File: config.mk
export PLATFORM = sky130hd
export DESIGN_NAME = bcd_display_scan_ctrl
export DESIGN_NICKNAME = d
export VERILOG_FILES = /design/src/rtl/bcd_display_scan_ctrl.sv
export SDC_FILE = /design/constraint.sdc
export NUM_CORES = 1
export LEC_CHECK = 0
export ABC_AREA = 0
export BUFFER_PORTS_ARGS = -buffer_cell sky130_fd_sc_hd__buf_2
export CELL_PAD_IN_SITES_DETAIL_PLACEMENT = 0
export CELL_PAD_IN_SITES_GLOBAL_PLACEMENT = 1
export CORE_MARGIN = 4
export CORE_UTILIZATION = 50
export DETAILED_ROUTE_END_ITERATION = 10
export PLACE_DENSITY_LB_ADDON = 0.08
export SYNTH_ARGS = -nofsm -noshare
export SYNTH_HDL_FRONTEND = slang
export SYNTH_SLANG_ARGS = --single-unit
File: constraint.sdc
create_clock -name clk_i -period 2.6 [get_ports clk_i]
set_input_delay 0.52 -clock clk_i [delete_from_list [all_inputs] [get_ports clk_i]]
set_output_delay 0.52 -clock clk_i [all_outputs]
set_load 0.005 [all_outputs]
File: src/rtl/bcd_display_scan_ctrl.sv
// Sequential binary-to-BCD converter (shift-and-add-3) driving a time-multiplexed 7-segment display.
// Optional macro BCD_BLANK_LEADING_ZERO_EN turns off digits above the most-significant non-zero one.
module bcd_display_scan_ctrl #(
  parameter int unsigned DIGITS   = 4,
  parameter int unsigned BIN_W    = 14,
  parameter int unsigned SCAN_DIV = 50000
) (
  input  logic              clk_i,
  input  logic              rst_ni,
  input  logic              load_i,
  input  logic [BIN_W-1:0]  bin_i,
  output logic              busy_o,
  output logic              ready_o,
  output logic [3:0]        bcd_nib_o,
  input  logic [6:0]        seg_in_i,
  output logic [6:0]        seg_o,
  output logic [DIGITS-1:0] an_o
);

  localparam int unsigned NibW = 4 * DIGITS;
  localparam int unsigned CntW = $clog2(BIN_W + 1);
  localparam int unsigned IdxW = (DIGITS > 1) ? $clog2(DIGITS) : 1;
  localparam int unsigned PreW = $clog2(SCAN_DIV);

  function automatic logic [31:0] max_dec(input int unsigned n);
    logic [31:0] r;
    r = 32'd1;
    for (int unsigned i = 0; i < n; i++) r = r * 32'd10;
    return r - 32'd1;
  endfunction

  localparam logic [31:0] SatMax = max_dec(DIGITS);

  typedef enum logic [1:0] {StIdle, StConv, StDone} state_e;

  state_e            state_q;
  logic [BIN_W-1:0]  shift_q;
  logic [NibW-1:0]   bcd_q;
  logic [CntW-1:0]   cnt_q;
  logic [NibW-1:0]   disp_q;
  logic              ready_q;
  logic [PreW-1:0]   presc_q;
  logic [IdxW-1:0]   idx_q, idx_d;
  logic [DIGITS-1:0] an_q;

  logic [31:0]      bin_ext;
  logic [BIN_W-1:0] bin_sat;
  logic [NibW-1:0]  bcd_adj;

  assign bin_ext = 32'(bin_i);

  always_comb begin
    bin_sat = bin_i;
    if (bin_ext > SatMax) bin_sat = SatMax[BIN_W-1:0];
  end

  always_comb begin
    bcd_adj = '0;
    for (int i = 0; i < int'(DIGITS); i++) begin
      bcd_adj[4*i +: 4] = (bcd_q[4*i +: 4] >= 4'd5) ? bcd_q[4*i +: 4] + 4'd3 : bcd_q[4*i +: 4];
    end
  end

  always_ff @(posedge clk_i or negedge rst_ni) begin
    if (!rst_ni) begin
      state_q <= StIdle;
      shift_q <= '0;
      bcd_q   <= '0;
      cnt_q   <= '0;
      disp_q  <= '0;
      ready_q <= 1'b0;
    end else begin
      ready_q <= 1'b0;
      unique case (state_q)
        StIdle: begin
          if (load_i) begin
            shift_q <= bin_sat;
            bcd_q   <= '0;
            cnt_q   <= '0;
            state_q <= StConv;
          end
        end
        StConv: begin
          {bcd_q, shift_q} <= {bcd_adj, shift_q} << 1;
          if (cnt_q == CntW'(BIN_W - 1)) state_q <= StDone;
          else                           cnt_q   <= cnt_q + CntW'(1);
        end
        StDone: begin
          disp_q  <= bcd_q;
          ready_q <= 1'b1;
          state_q <= StIdle;
        end
        default: state_q <= StIdle;
      endcase
    end
  end

  assign busy_o  = (state_q != StIdle);
  assign ready_o = ready_q;

  always_comb begin
    idx_d = idx_q;
    if (presc_q == PreW'(SCAN_DIV - 1)) begin
      idx_d = (idx_q == IdxW'(DIGITS - 1)) ? '0 : idx_q + IdxW'(1);
    end
  end

  // Scan timing free-runs regardless of conversion state.
  always_ff @(posedge clk_i or negedge rst_ni) begin
    if (!rst_ni) begin
      presc_q <= '0;
      idx_q   <= '0;
      an_q    <= ~DIGITS'(1);
    end else begin
      presc_q <= (presc_q == PreW'(SCAN_DIV - 1)) ? '0 : presc_q + PreW'(1);
      idx_q   <= idx_d;
      an_q    <= ~(DIGITS'(1) << idx_d);
    end
  end

  assign bcd_nib_o = disp_q[{idx_q, 2'b00} +: 4];

`ifdef BCD_BLANK_LEADING_ZERO_EN
  logic [DIGITS-1:0] blank_q, blank_d;
  logic              seen;

  // Digit 0 is never blank, so zero shows as a single "0".
  always_comb begin
    blank_d = '0;
    seen    = 1'b0;
    for (int i = int'(DIGITS) - 1; i >= 1; i--) begin
      if (bcd_q[4*i +: 4] != 4'd0) seen = 1'b1;
      blank_d[i] = !seen;
    end
  end

  always_ff @(posedge clk_i or negedge rst_ni) begin
    if (!rst_ni)                 blank_q <= ~DIGITS'(1);
    else if (state_q == StDone) blank_q <= blank_d;
  end

  assign an_o  = an_q | blank_q;
  assign seg_o = blank_q[idx_q] ? 7'b0000000 : seg_in_i;
`else
  assign an_o  = an_q;
  assign seg_o = seg_in_i;
`endif

endmodule

==> qor.txt <==
yosys warns -> 0
Post-synth EDFFs -> 0
critical path's largest stage delay -> 0.60 ns
final hold violation count -> 0
worst path required time -> 2.08 ns
drt first-iter violations -> 99
met2 WL -> 3036 um
TritonCTS Buffers -> 9
Worst setup EP type -> output port
clock skew -> 0.01111 ns
Starting Density -> 52.00%
CTS tree -> built
RePlAce Congestion -> 0.7430
Setup Buffers After CTS -> 0
Max H-tree Level -> 3
IO buf count -> 26
CP Max Fanout -> 10
hold_buf cts -> 0
fmax -> 0.4567 GHz
Slowest cell on crit path -> dfrtp_1
Hold WC Path Type -> primary input to asynchronous set/reset pin
post-synthesis simple-gate area fraction -> 12.29%
first-pass GRT wire length -> 12140 um
largest family of logic cells by synthesized area -> compound AO/OA/AOI/OAI gates
worst path arrival time -> 1.67 ns
crit path buf inv count -> 1
Syn Nets -> 359
outcome -> completed
CORE AREA -> 6869 um^2
crit start category -> register
Clock Path Buffers -> 2
CTS root buf -> clkbuf_8
Overall Power -> 3935 uW
GRT Overall Usage -> 18.10%
Power Dens Cells -> 996.6 nW/um^2
initial antenna violation count -> 0
CP Class -> register to output port
final setup fails -> 0
total congestion overflow -> 0
vias in the first global route -> 2522
die width -> 92.53 um
fin crit share -> 84.21%
antenna fix cells -> 0
area of the multi-input gates -> 1526 um^2
delay-heaviest family, CP -> flip-flops
multiplexer share of the synthesized area -> 6.830%
RSZ-0062 raised after global routing -> false
Vias -> 2440
drt pass-1 iters -> 4
synthesized flop and latch total -> 75
compound-cell area share of the yosys netlist -> 14.50%
main flop type after synthesis -> dfrtp_1
Worst-Skew Late Latency -> 0.36 ns
setup_tns -> 0 ns
highest metal used -> met4
io pins -> 41
Cell Area, Synth -> 3572 um^2
Seq/Total Area, Yosys -> 52.64%
met1 WL -> 3306 um
Final nets -> 382
Gate Count Post-Synth -> 323
drt total wl -> 6772 um
Reg area -> 1881 um^2
Place WS -> 0.7020 ns
met3 WL -> 261 um
Rows -> 30
DRC viols -> 0
detailed placement HPWL -> 4598 um
final instance area -> 3949 um^2
post-cts sizing count -> 0
Max-Cap Viols -> 0
Hold Slack -> 0.1736 ns
Die ar. -> 8561 um^2
fin. max-slew vios -> 0
clock sink count -> 75
Vert. Die Dim -> 92.53 um
clock transition at the registers of the reported paths -> 0.08 ns
WL/cell -> 15.15 um
worst vdd ir -> 0.0006303 V
Worst slew margin -> 56.73%
Leakage -> 0.001826 uW
worst slew pin tran -> 0.6478 ns
CP Cell Sequence -> mux4_2 > buf_2
fin crit period -> 2.189 ns
Filler Cells Inserted -> 600
Syn Area/Cell -> 11.06 um^2
share of post-route cells with drive strength above 1 -> 20.23%
Async SR Flop Fraction -> 100.0%
PnR worst setup slack -> 0.4105 ns
Yosys cell types -> 46
Final ANT Viol Nets -> 0
vias per cell -> 5.459
adder-cell share of the synthesized area -> 4.203%
xor/xnor share of the synthesized area -> 4.904%
DP Area -> 3770 um^2
Area Overhead vs Synth -> 10.54%
largest net degree at the start of global routing -> 76
## synth_stat cells, types with 2 or more instances
cell      count  share of area, %
o21ai_0      25               3.5
a21o_1        4              0.84
and4_1        3              0.74
nor4bb_1      2              0.56
a21oi_1       9               1.3
o32ai_1       3              0.74
dfstp_2       3               2.2
inv_1        15               1.6
nor4b_1       2              0.49
nand3_1       7              0.98
nor3_1        3              0.42
nand4_1       5              0.88
dfrtp_1      72                50
buf_2         3              0.42
o31ai_1       5               1.1
a22o_1        5               1.2
a222oi_1      2              0.56
ha_1         12               4.2
xnor2_1      10               2.5
buf_4         8               1.7
clkbuf_1      8              0.84
mux2_2       11               3.5
xor2_1       10               2.5
mux2i_1       3              0.84
a32o_1        4               1.1
o22ai_1      12               2.1
nand2b_1      8               1.4
nor2_1       15               1.6
o22a_1        2              0.49
nand2_1      30               3.2
nor2b_1       3              0.53
nor4_1        2              0.35
mux4_2        4               2.5
## power by group
group / total [uW] / internal, uW / switching (uW) / leakage [uW]
clock: 822 / 392 / 430 / 0.0000949
sequential: 1730 / 1500 / 231 / 0.000965
combinational: 1380 / 650 / 730 / 0.000766
total: 3940 / 2550 / 1390 / 0.00183
## through the flow
step | util (%) | instances
final | 57.49 | 447
after global routing | 57.49 | 447
after CTS | 57.49 | 447
after detailed placement | 54.88 | 431
after global placement | 54.88 | 431
after floorplan | - | 323
## final cells by class
type | instances | share of cell area (%)
Tap cell | 96 | 3.042
Inverter | 16 | 1.521
Multi-Input combinational cell | 213 | 38.66
Timing Repair Buffer | 31 | 4.626
Clock inverter | 5 | 0.6971
Clock buffer | 11 | 3.834
Sequential cell | 75 | 47.62
## path summary, 6_finish.rpt
check | start | endpoint | slack [ns] | depth (start not counted)
worst max-delay path | idx_q[0] | bcd_nib_o[3] | 0.41 | 2
worst min-delay path | rst_ni | ready_o | 0.17 | 2
worst max register to register | presc_q[0] | an_o[2] | 0.71 | 5
worst min register to register | disp_q[8] | disp_q[8] | 0.48 | 2
max in group asynchronous | rst_ni | an_o[3] | 2.10 | 2
min in group clk_i | bin_i[7] | shift_q[7] | 0.39 | 2
## metal layers
| layer | up-vias | global-route usage (%) |
|---|---|---|
| met4 | 0 | 9.530 |
| met5 | - | 0 |
| met1 | 1179 | 25.16 |
| li1 | 1204 | - |
| met3 | 13 | 3.574 |
| met2 | 44 | 26.77 |
## state kept, by name (all words and copies together) (netlist names)
name	flops
idx_q	2
presc_q	16
disp_q	16
ready_o	1
cnt_q	4
state_q	2
an_o	4
shift_q	14
bcd_q	16
## cells by family (layout without fill, tap and decap cells)
group | Yosys count | after routing
buf+inv | 35 | 63
simple gates | 85 | 85
fa+ha+maj | 12 | 12
flops | 75 | 75
compound gates | 78 | 78
mux | 18 | 18
xor+xnor | 20 | 20
## cell usage in the layout (no fill, tap or decap), types with 10 or more instances in the layout
cell type  synthesis  layout
dfrtp_1           72      72
mux2_2            11      11
nand2_1           30      30
nor2_1            15      15
o22ai_1           12      12
clkbuf_8           0      11
inv_1             15      15
ha_1              12      12
buf_2              3      25
xnor2_1           10      10
o21ai_0           25      25
xor2_1            10      10
(Power assumes the default switching activity.)
